==> src/rtl/pong_pkg.sv <==
// Shared definitions for the pong match controller: state and winner codes,
// parameter defaults and the saturating score helper.
package pong_pkg;

  localparam int DEFAULT_CLOCK_GAME_PERIOD   = 400_000;
  localparam int DEFAULT_SCORE_WIN_THRESHOLD = 5;
  localparam int DEFAULT_SERVE_DELAY_TICKS   = 64;
  localparam int DEFAULT_GAME_OVER_TICKS     = 256;

  typedef enum logic [2:0] {
    ST_IDLE      = 3'd0,
    ST_SERVE     = 3'd1,
    ST_PLAY      = 3'd2,
    ST_POINT     = 3'd3,
    ST_GAME_OVER = 3'd4
  } state_t;

  typedef enum logic [1:0] {
    WIN_NONE = 2'b00,
    WIN_P1   = 2'b01,
    WIN_P2   = 2'b10
  } winner_t;

  // Scores stop at the winning threshold instead of wrapping.
  function automatic logic [2:0] sat_inc(input logic [2:0] score, input logic [2:0] limit);
    if (score >= limit) begin
      return score;
    end else begin
      return score + 3'd1;
    end
  endfunction

endpackage

==> src/rtl/pong_tick_gen.sv <==
// Free-running game tick generator: one-cycle strobe every CLOCK_GAME_PERIOD
// cycles, registered so it is high exactly while the count sits at its last value.
module pong_tick_gen #(
  parameter int CLOCK_GAME_PERIOD = pong_pkg::DEFAULT_CLOCK_GAME_PERIOD
) (
  input  logic clk,
  input  logic resetSwitch,
  output logic gameTick
);

  localparam int CW = (CLOCK_GAME_PERIOD > 1) ? $clog2(CLOCK_GAME_PERIOD) : 1;
  localparam logic [CW-1:0] LAST = CW'(CLOCK_GAME_PERIOD - 1);

  logic [CW-1:0] count_r;
  logic [CW-1:0] count_next;

  // Next count value with wrap at the end of the period.
  always_comb begin
    if (count_r == LAST) begin
      count_next = {CW{1'b0}};
    end else begin
      count_next = count_r + 1'b1;
    end
  end

  // Count register and strobe aligned with the last count value.
  always_ff @(posedge clk) begin
    if (resetSwitch) begin
      count_r  <= {CW{1'b0}};
      gameTick <= 1'b0;
    end else begin
      count_r  <= count_next;
      gameTick <= (count_next == LAST);
    end
  end

endmodule

==> src/rtl/pong_match_controller.sv <==
// Pong match sequencing: serve delay, play, point scoring and game-over hold,
// with every output registered.
module pong_match_controller
  import pong_pkg::*;
#(
  parameter int CLOCK_GAME_PERIOD   = DEFAULT_CLOCK_GAME_PERIOD,
  parameter int SCORE_WIN_THRESHOLD = DEFAULT_SCORE_WIN_THRESHOLD,
  parameter int SERVE_DELAY_TICKS   = DEFAULT_SERVE_DELAY_TICKS,
  parameter int GAME_OVER_TICKS     = DEFAULT_GAME_OVER_TICKS
) (
  input  logic       clk,
  input  logic       resetSwitch,
  input  logic       startButton,
  input  logic       pointP1,
  input  logic       pointP2,
  output logic       gameTick,
  output logic       ballLoad,
  output logic       serveDir,
  output logic       ballRun,
  output logic [2:0] player1Score,
  output logic [2:0] player2Score,
  output logic [1:0] winner,
  output logic [2:0] state
);

  localparam int DLY_MAX = (SERVE_DELAY_TICKS > GAME_OVER_TICKS) ? SERVE_DELAY_TICKS : GAME_OVER_TICKS;
  localparam int DW = (DLY_MAX > 1) ? $clog2(DLY_MAX + 1) : 1;
  localparam logic [2:0]    WIN_SCORE  = 3'(SCORE_WIN_THRESHOLD);
  localparam logic [DW-1:0] SERVE_LAST = DW'(SERVE_DELAY_TICKS - 1);
  localparam logic [DW-1:0] OVER_LAST  = DW'(GAME_OVER_TICKS - 1);

  state_t        state_r;
  winner_t       winner_r;
  logic [DW-1:0] dly_r;
  logic          start_low_r;
  logic          start_rise;

  pong_tick_gen #(
    .CLOCK_GAME_PERIOD(CLOCK_GAME_PERIOD)
  ) u_tick_gen (
    .clk        (clk),
    .resetSwitch(resetSwitch),
    .gameTick   (gameTick)
  );

  // start_low_r resets to 0, so a button held through reset must be seen low first.
  assign start_rise = startButton & start_low_r;
  assign state      = state_r;
  assign winner     = winner_r;

  // Match state machine with registered outputs.
  always_ff @(posedge clk) begin
    if (resetSwitch) begin
      state_r      <= ST_IDLE;
      winner_r     <= WIN_NONE;
      dly_r        <= {DW{1'b0}};
      start_low_r  <= 1'b0;
      player1Score <= 3'd0;
      player2Score <= 3'd0;
      serveDir     <= 1'b1;
      ballLoad     <= 1'b0;
      ballRun      <= 1'b0;
    end else begin
      start_low_r <= ~startButton;
      ballLoad    <= 1'b0;
      case (state_r)
        ST_IDLE: begin
          ballRun <= 1'b0;
          if (start_rise) begin
            state_r  <= ST_SERVE;
            serveDir <= 1'b1;
            ballLoad <= 1'b1;
            dly_r    <= {DW{1'b0}};
          end else begin
            state_r <= ST_IDLE;
          end
        end
        ST_SERVE: begin
          if (gameTick) begin
            if (dly_r == SERVE_LAST) begin
              state_r <= ST_PLAY;
              ballRun <= 1'b1;
              dly_r   <= {DW{1'b0}};
            end else begin
              dly_r <= dly_r + 1'b1;
            end
          end else begin
            dly_r <= dly_r;
          end
        end
        ST_PLAY: begin
          // pointP1 takes priority when both pulses arrive together.
          if (pointP1) begin
            player1Score <= sat_inc(player1Score, WIN_SCORE);
            serveDir     <= 1'b0;
            ballRun      <= 1'b0;
            state_r      <= ST_POINT;
            dly_r        <= {DW{1'b0}};
          end else if (pointP2) begin
            player2Score <= sat_inc(player2Score, WIN_SCORE);
            serveDir     <= 1'b1;
            ballRun      <= 1'b0;
            state_r      <= ST_POINT;
            dly_r        <= {DW{1'b0}};
          end else begin
            ballRun <= 1'b1;
          end
        end
        ST_POINT: begin
          dly_r <= {DW{1'b0}};
          if (player1Score == WIN_SCORE) begin
            winner_r <= WIN_P1;
            state_r  <= ST_GAME_OVER;
          end else if (player2Score == WIN_SCORE) begin
            winner_r <= WIN_P2;
            state_r  <= ST_GAME_OVER;
          end else begin
            state_r  <= ST_SERVE;
            ballLoad <= 1'b1;
          end
        end
        ST_GAME_OVER: begin
          ballRun <= 1'b0;
          if (gameTick) begin
            if (dly_r == OVER_LAST) begin
              state_r      <= ST_IDLE;
              player1Score <= 3'd0;
              player2Score <= 3'd0;
              winner_r     <= WIN_NONE;
              dly_r        <= {DW{1'b0}};
            end else begin
              dly_r <= dly_r + 1'b1;
            end
          end else begin
            dly_r <= dly_r;
          end
        end
        default: begin
          state_r      <= ST_IDLE;
          winner_r     <= WIN_NONE;
          dly_r        <= {DW{1'b0}};
          player1Score <= 3'd0;
          player2Score <= 3'd0;
          serveDir     <= 1'b1;
          ballRun      <= 1'b0;
        end
      endcase
    end
  end

endmodule

==> config.mk <==
export PLATFORM = sky130hd
export DESIGN_NAME = pong_match_controller
export DESIGN_NICKNAME = d
export VERILOG_FILES = /design/src/rtl/pong_pkg.sv /design/src/rtl/pong_tick_gen.sv /design/src/rtl/pong_match_controller.sv
export SDC_FILE = /design/constraint.sdc
export NUM_CORES = 1
export LEC_CHECK = 0
export CELL_PAD_IN_SITES_DETAIL_PLACEMENT = 1
export CELL_PAD_IN_SITES_GLOBAL_PLACEMENT = 1
export CORE_ASPECT_RATIO = 0.75
export CORE_MARGIN = 5
export CORE_UTILIZATION = 39
export DETAILED_ROUTE_END_ITERATION = 8
export PLACE_DENSITY = 0.76
export SYNTH_ARGS = -nofsm -noshare
export SYNTH_HDL_FRONTEND = slang
export SYNTH_SLANG_ARGS = --single-unit
==> constraint.sdc <==
create_clock -name clk -period 2.5 [get_ports clk]
set_clock_uncertainty 0.15 [all_clocks]
set_input_delay 0.375 -clock clk [delete_from_list [all_inputs] [get_ports clk]]
set_output_delay 0.375 -clock clk [all_outputs]
set_load 0.05 [all_outputs]
### Word-level counts from Yosys, hierarchy flattened

Cells that the tools add are included.

| operators by class | value |
|---|---|
| $add $sub $neg | 4 |
| magnitude comparators | 2 |
| equal/unequal tests | 22 |
| multiplexer cells | 44 |
| bitwise logic cells | 6 |
| reductions and logical operators | 11 |

Operators with widths:

| kind | count |
|---|---|
| two-way mux 9 bit | 7 |
| two-way mux 3 bit | 13 |
| == test 19 bit, second input constant | 2 |
| case mux 9 bit (4 select lines) | 1 |
| adder 19 x 1 -> 19 bit, second input constant | 1 |
| two-way mux 19 bit | 1 |
| case mux 3 bit (3 select lines) | 2 |
| != test 2 bit, second input constant | 8 |
| case mux 3 bit (5 select lines) | 1 |
| two-way mux 1 bit | 11 |
| AND reduction 5 bit | 2 |
| adder 9 x 1 -> 9 bit, second input constant | 1 |
| == test 3 bit, second input constant | 3 |
| == test 9 x 6 -> 1 bit, second input constant | 1 |
| == test 9 x 8 -> 1 bit, second input constant | 1 |
| OR reduction 3 bit | 3 |
| two-way mux 2 bit | 4 |
| AND reduction 4 bit | 2 |
| adder 3 x 1 -> 3 bit, second input constant | 2 |
| == test 3 x 2 -> 1 bit, second input constant | 2 |
| >= comparator 3 bit, second input constant | 2 |
| != test 3 bit, second input constant | 2 |
| case mux 1 bit (3 select lines) | 2 |
| case mux 2 bit (3 select lines) | 1 |
| 8 further kinds | 14 |

| word-level totals | value |
|---|---|
| register bits after elaboration | 44 |
| bits of input ports | 5 |
| output and inout bits | 15 |
| word-level logic and storage cells | 100 |

### Longest topological paths before layout

Gate-level depths: netlist of the first run.

| depth | value |
|---|---|
| word-level depth | 5 |
| mapped depth | 12 |

### Hierarchy

From an unflattened synthesis of the first run, not the netlist that was laid out.

| second synthesis, totals | value |
|---|---|
| cells, all modules | 302 |
| area, all modules | 2522.4 sq um |

By module, submodules not included:

| module | instances | cells an instance | area an instance (sq um) | sequential area each (sq um) |
|---|---|---|---|---|
| pong_match_controller | 1 | 170 | 1428.9 | 480.5 |
| pong_tick_gen | 1 | 132 | 1093.5 | 400.4 |

### Least setup slack after synthesis of the first run

OpenSTA, ideal clock, no wires.

| path | value |
|---|---|
| path type | reg2reg |
| from | register dly_r[0] |
| to | register dly_r[0] |
| setup time | 0.058 ns |
| arrival time | 2.183 ns |
| required time | 2.292 ns |
| path slack | 0.108 ns |
| cell stages (with the launch flop) | 12 |
| path buffers | 1 |
| clock period less this slack | 2.392 ns |
| cell sequence | dfxtp_1 > ha_1 > nand3_1 > nor2_1 > nand3_1 > inv_1 > ha_1 > or3b_1 > a211oi_2 > and2_0 > buf_2 > mux2_2 |

| between the ends | value |
|---|---|
| cells in the longest elaborated chain, start to end | 4 |
| elaborated cells on any way between the ends | 8 |

RTL lines:

| element | RTL line | source |
|---|---|---|
| from (decl) | pong_match_controller.sv:34 | `logic [DW-1:0] dly_r;` |
| from (signal assigned) | pong_match_controller.sv:56 | `dly_r <= {DW{1'b0}};` |
| from (signal assigned) | pong_match_controller.sv:73 | `dly_r <= {DW{1'b0}};` |
| from (signal assigned) | pong_match_controller.sv:83 | `dly_r <= {DW{1'b0}};` |
| adder 9 x 1 -> 9 bit (tied with other cells) | pong_match_controller.sv:85, pong_match_controller.sv:132 |  |
| two-way mux 9 bit (on tied branches) | pong_match_controller.sv:125, pong_match_controller.sv:80 |  |
| two-way mux 9 bit (on tied branches) | pong_match_controller.sv:124, pong_match_controller.sv:79 |  |
| case mux 9 bit (4 select lines) (*) | pong_match_controller.sv:66 | `case (state_r)` |

Mark *: on every way between the ends. The rest lies on a longest branch, timed or not. The select of a mux whose other input is x is not followed.
A chain may end at the register's enable or synchronous reset.

### Worst setup path in the final report of the first run

| path | value |
|---|---|
| from | register state_r[0], in the netlist state[0] |
| to | output state[0] |

RTL lines:

| element | RTL line | source |
|---|---|---|
| from (decl) | pong_match_controller.sv:32 | `state_t state_r;` |
| from (signal assigned) | pong_match_controller.sv:54 | `state_r <= ST_IDLE;` |
| from (signal assigned) | pong_match_controller.sv:70 | `state_r <= ST_SERVE;` |
| from (signal assigned) | pong_match_controller.sv:75 | `state_r <= ST_IDLE;` |
| to (decl) | pong_match_controller.sv:23 | `output logic [2:0] state` |

No word-level cell between the ends.

==> flow_summary.yaml, run 1 <==
pwr:
  intPower_mw: 1.110
  p_switching_uw: 583.8
  switching_share: 0.3446
  combPwrFrac: 0.292
  ir_drop_mv: 0.1993
  power_frac_clock: 0.243
  p_leak_nw: 1.030
  p_per_area_nw_per_um2: 608.0
  seqPwrFrac: 0.465
global_routing:
  grt-ovfl-total: 0
  antenna_found_initial: 0
  grt_first_pass_wirelength_mm: 10.43
  first_global_vias: 2191
  groute.usage.overall: 0.1607
  grt_start_max_net_pins: 26
sta:
  fmax_mhz: 427.7
  grt_setup_unrepaired: "no"
  finalSetupViolCount: 0
  fin_tns_setup_ns: 0
  fin_crit_sh: 0.9352
  period_needed_ns: 2.338
  fin_ws_ns: 0.1619
  tightest_slew_ns: 1.020
  slew_headroom: 0.3189
  hold_viol_final: 0
  final-max-slew-violation-count: 0
synthesis:
  netlist_area_um2: 2456
  synth.distinct_cells: 60
  synth.net_count: 307
  async_reset_ff_frac: 0
  syn_avg_cell_area_um2: 8.354
  synth_top_family_by_area: "simple AND/OR/NAND/NOR gates"
  netlist_instances: 294
  ys_seq_area_frac: 0.3586
  synth-xor-area-share: 0.07132
  synth_flop_cell: "dfxtp_1"
  synth_compound_area_frac: 0.1747
  synthSimpleGateAreaFrac: 0.2832
  ys_seq_elements: 44
  yosys_warnings: 0
  synth_mux_area_frac: 0.01325
  synth-edff-count: 0
  synth_adder_area_share: 0.04075
worst_setup_path:
  critPathCapture: "state[0]"
  r2r_start: "dly_r[0]$_SDFFE_PP0P_"
  r2r_slack_ns: 0.20
  path_depth: 1
  path_class: "reg2out"
  worstPathCellList: "clkdlybuf4s50_1"
  cp.required_ns: 1.98
  cp_top_family: "buffers and inverters"
  path_max_fanout: 13
  worst-endpoint-arrival_ns: 1.81
  r2r-end: "dly_r[6]$_SDFFE_PP0P_"
  path_buf_inv: 1
  slowest_stage: "clkdlybuf4s50_1"
  r2r_cells: 11
  cp-startpoint: "state[0]$_SDFFE_PP0P_"
  end_kind: "output port"
  startpoint_type: "flop"
  worst_path_largest_cell_delay_ns: 0.90
floorplanning:
  rows: 25
  dieWidth_um: 101.6
  io_pins: 20
  dieArea_um2: 8001
  initial_utilization: 0.3946
  core_area_um2: 6225
  fp.dieH_um: 78.73
final_layout:
  drive_gt1_frac: 0.1042
  diodes: 0
  final_net_count: 322
  multi_input_area_um2: 1444
  n_fill_cell: 752
  regArea_um2: 880.8
  final_core_util: 0.4476
  post-route-cell-area_um2: 2786
  area_growth_pct: 13.45
routing:
  via_count: 2145
  first_iter_violations: 78
  via_per_inst: 5.528
  dr.pass1.iters: 4
  antenna_left: 0
  drcViolationCount: 0
  wl_per_cell_um: 15.45
  wirelength_mm: 5.995
min_path:
  whs_path_depth: 1
  hold_path_class: "reg2reg"
clock_network:
  cts_tree: "yes"
  cts_setup_buffers: 0
  htreeDepth: 2
  path_clk_slew_ns: 0.08
  cts_buffers: 5
  clock_latency_ns: 0.30
  clockBufferDepth: 2
  clkSinkCount: 44
  cts_root_buffer: "clkbuf_8"
  cts_resized: 1
  hold_buffers: 0
place:
  portBuffers: 19
  finalWeightedCongestion: 0.7921
  dpl_cell_area_um2: 2706
  dp_hpwl_mm: 4.404
  dp_slack_ns: 0.01621
flow_run:
  max_cap_viol_count: 0
status:
  status: "complete, no violations"
[logic make-up after synthesis]
family	after synthesis
buffers and inverters	31
AO/OA/AOI/OAI	58
flip-flops	44
XOR/XNOR	20
AND/OR/NAND/NOR	130
adder cells (fa/ha/maj)	8
multiplexers	3
[registers in the layout (all words and copies together), names as in the netlist]
name	cells
ballRun	1
player2Score	3
player1Score	3
state	3
u_tick_gen.count_r	19
winner	2
serveDir	1
ballLoad	1
dly_r	9
start_low_r	1
u_tick_gen.gameTick	1
[through the flow]
stage	hold WS, ns	total power [mW]	instances
floorplan	0.2974	1.151	294
global placement	0.3044	1.282	383
detailed placement	0.3081	1.298	383
CTS	0.3332	1.718	388
global route	0.3646	1.796	388
finish	0.3278	1.694	388
[power groups by stage]
stage	combinational, mW	sequential (mW)	clock, mW
finish	0.495	0.788	0.411
global route	0.538	0.796	0.462
CTS	0.498	0.787	0.433
detailed placement	0.494	0.804	0
global placement	0.479	0.803	0
floorplan	0.278	0.872	0
[how the worst min path moves through the flow]
| stage | from | to | slack [ns] |
|---|---|---|---|
| finish | ballRun$_SDFFE_PP0P_ | ballRun$_SDFFE_PP0P_ | 0.33 |
| global route | u_tick_gen.count_r[0]$_SDFF_PP0_ | u_tick_gen.count_r[0]$_SDFF_PP0_ | 0.36 |
| CTS | ballRun$_SDFFE_PP0P_ | ballRun$_SDFFE_PP0P_ | 0.33 |
| detailed placement | ballRun$_SDFFE_PP0P_ | ballRun$_SDFFE_PP0P_ | 0.31 |
| global placement | ballRun$_SDFFE_PP0P_ | ballRun$_SDFFE_PP0P_ | 0.30 |
| floorplan | startButton | start_low_r$_SDFF_PP0_ | 0.30 |
[synth_stat cells, drive strengths merged (4+ instances only)]
master | instances | share of area
a211oi | 5 | 0.017
a21o | 8 | 0.024
a21oi | 11 | 0.022
a22o | 8 | 0.029
a31oi | 4 | 0.016
and4 | 4 | 0.016
buf | 6 | 0.012
clkbuf | 12 | 0.026
dfxtp | 44 | 0.36
ha | 8 | 0.041
inv | 13 | 0.020
nand2 | 22 | 0.037
nand3 | 13 | 0.029
nand4 | 7 | 0.020
nor2 | 43 | 0.066
nor3 | 7 | 0.014
nor4 | 7 | 0.020
o21ai | 6 | 0.012
or3 | 4 | 0.012
xnor2 | 13 | 0.046
xor2 | 7 | 0.025
[final cells by class]
type,instances,area share
timing repair buffer,26,0.08711
clock buffer,5,0.02470
tap,81,0.03637
multi-input combinational,219,0.5182
inverter,13,0.01751
sequential,44,0.3161
[per-layer routing]
layer / track usage / part of all wire / up-vias
met3: 0.02985 / 0.033 / 8
met2: 0.2520 / 0.44 / 22
met5: 0 / 0 / -
met4: 0.04382 / 0.010 / 0
met1: 0.2253 / 0.51 / 1039
li1: - / - / 1076
[cells in the final DEF, fill, tap and decap left out, types with 2 or more instances in the layout]
| master | count |
|---|---|
| a211oi_1 | 4 |
| a21o_1 | 8 |
| a21oi_1 | 11 |
| a22o_1 | 8 |
| a31oi_1 | 3 |
| and2_2 | 2 |
| and3_1 | 2 |
| and4_2 | 2 |
| buf_4 | 7 |
| clkbuf_8 | 5 |
| clkdlybuf4s50_1 | 19 |
| dfxtp_1 | 44 |
| ha_1 | 8 |
| inv_1 | 13 |
| mux2_2 | 2 |
| nand2_1 | 21 |
| nand3_1 | 12 |
| nand3b_1 | 2 |
| nand4_1 | 6 |
| nand4b_1 | 2 |
| nor2_1 | 43 |
| nor2b_1 | 2 |
| nor3_1 | 7 |
| nor4_1 | 6 |
| o21ai_0 | 6 |
| o21bai_1 | 2 |
| o31a_1 | 2 |
| o31ai_1 | 3 |
| or2_2 | 2 |
| or3_1 | 3 |
| or3b_1 | 2 |
| or4_1 | 3 |
| xnor2_1 | 13 |
| xor2_1 | 7 |
No activity file was read; power rests on OpenSTA's default activity.
==> inputs of run 2 (changes only) <==
--- a/config.mk
+++ b/config.mk
@@ -9,9 +9,10 @@
 export CELL_PAD_IN_SITES_GLOBAL_PLACEMENT = 1
 export CORE_ASPECT_RATIO = 0.75
 export CORE_MARGIN = 5
-export CORE_UTILIZATION = 39
+export CORE_UTILIZATION = 31
 export DETAILED_ROUTE_END_ITERATION = 8
-export PLACE_DENSITY = 0.76
+export PLACE_DENSITY_LB_ADDON = 0.1
+export RECOVER_POWER = 25
 export SYNTH_ARGS = -nofsm -noshare
 export SYNTH_HDL_FRONTEND = slang
 export SYNTH_SLANG_ARGS = --single-unit
==> flow_summary.yaml, run 2 (synthesis gave the netlist of run 1 again) <==
routing:
  via_per_inst: 4.998
  dr.pass1.iters: 4
  via_count: 2109
  first_iter_violations: 91
  antenna_left: 0
  wirelength_mm: 6.234
  drcViolationCount: 0
  wl_per_cell_um: 14.77
worst_setup_path:
  r2r_cells: 5
  slowest_stage: "or4_1"
  end_kind: "flop"
  cp.required_ns: 2.57
  path_class: "reg2reg"
  worstPathCellList: "and4_1, nand4_2, xnor2_1, or4_1, nor4_2"
  startpoint_type: "flop"
  worst-endpoint-arrival_ns: 2.43
  path_buf_inv: 0
  cp_top_family: "simple AND/OR/NAND/NOR gates"
  path_depth: 5
  path_max_fanout: 6
  worst_path_largest_cell_delay_ns: 0.54
clock_network:
  htreeDepth: 2
  cts_setup_buffers: 0
  cts_resized: 0
  cts_buffers: 5
  path_clk_slew_ns: 0.09
  clkSinkCount: 44
  clock_latency_ns: 0.30
  cts_tree: "yes"
  cts_root_buffer: "clkbuf_8"
  hold_buffers: 0
  clockBufferDepth: 2
sta:
  tightest_slew_ns: 0.5285
  fmax_mhz: 423.4
  fin_crit_sh: 0.9447
  grt_setup_unrepaired: "no"
  finalSetupViolCount: 0
  period_needed_ns: 2.362
  final-max-slew-violation-count: 0
  slew_headroom: 0.6472
  fin_tns_setup_ns: 0
  hold_viol_final: 0
floorplanning:
  fp.dieH_um: 87.09
  core_area_um2: 7812
  rows: 28
  io_pins: 20
  dieWidth_um: 112.8
  dieArea_um2: 9821
  initial_utilization: 0.3144
global_routing:
  grt-ovfl-total: 0
  groute.usage.overall: 0.1311
  grt_first_pass_wirelength_mm: 10.34
  antenna_found_initial: 0
  grt_start_max_net_pins: 26
  first_global_vias: 2023
place:
  dp_hpwl_mm: 4.636
  portBuffers: 19
  finalWeightedCongestion: 0.7535
min_path:
  whs_path_depth: 1
  hold_path_class: "reg2reg"
pwr:
  p_leak_nw: 1.093
  power.total_mw: 1.848
  p_per_area_nw_per_um2: 640.6
  ir_drop_mv: 0.2125
flow_run:
  max_cap_viol_count: 0
final_layout:
  largest_registers: "u_tick_gen.count_r x19, dly_r x9"
  regArea_um2: 880.8
  n_fill_cell: 950
  final_common_cell: "dfxtp_1"
  multi_input_area_um2: 1425
  regMostFlops: "u_tick_gen.count_r"
  largest_reg_flops: 19
  drive_gt1_frac: 0.1073
  final_cell_mix: "dfxtp_1, nor2_1, nand2_1, clkdlybuf4s50_1"
  diodes: 0
  area_growth_pct: 17.42
  final_net_count: 329
status:
  status: "complete, no violations"
==> run 2: cell type report <==
cell class / instances / share of cell area
Clock buffer: 5 / 0.02386
Clock inverter: 3 / 0.01475
Inverter: 13 / 0.01692
Multi-Input combinational cell: 219 / 0.4941
Sequential cell: 44 / 0.3054
Tap cell: 105 / 0.04555
Timing Repair Buffer: 33 / 0.09935
==> run 2: worst paths after layout <==
| check | startpoint | end | slack, ns |
|---|---|---|---|
| setup / recovery | u_tick_gen.count_r[3]$_SDFF_PP0_ | u_tick_gen.gameTick$_SDFF_PP0_ | 0.14 |
| hold / removal | ballRun$_SDFFE_PP0P_ | ballRun$_SDFFE_PP0P_ | 0.34 |
| setup reg to reg | u_tick_gen.count_r[3]$_SDFF_PP0_ | u_tick_gen.gameTick$_SDFF_PP0_ | 0.14 |
| hold reg to reg | ballRun$_SDFFE_PP0P_ | ballRun$_SDFFE_PP0P_ | 0.34 |
==> run 2: report_power, final <==
group / switching (mW) / internal [mW] / total [mW]
sequential: 0.0514 / 0.736 / 0.787
clock: 0.262 / 0.296 / 0.558
combinational: 0.304 / 0.198 / 0.502
==> run 2: through the flow <==
stage,util,area [um^2],hold WS [ns],setup WS [ns],std cells
2_1_floorplan,-,2456,0.2974,0.1082,294
3_3_place_gp,0.3570,2789,0.3053,0.2452,414
3_5_place_dp,0.3570,2789,0.3315,0.2130,414
4_1_cts,0.3712,2900,0.3527,0.06255,422
5_1_grt,0.3692,2884,0.3740,0.006930,422
6_report,0.3692,2884,0.3406,0.1382,422
==> run 2: layer usage <==
| metal | GRT usage | part of all wire | vias to the layer above |
|---|---|---|---|
| met4 | 0.03275 | 0.0050 | 0 |
| met2 | 0.1898 | 0.40 | 17 |
| met1 | 0.1928 | 0.57 | 1007 |
| met3 | 0.03333 | 0.025 | 2 |
| met5 | 0 | 0 | - |
| li1 | - | - | 1083 |
==> run 2: worst register-to-register path: cells and delay by family (launching register included) <==
kind / cells / cell delay [ns]
AND/OR/NAND/NOR: 4 / 1.47
flip-flops: 1 / 0.45
XOR/XNOR: 1 / 0.21
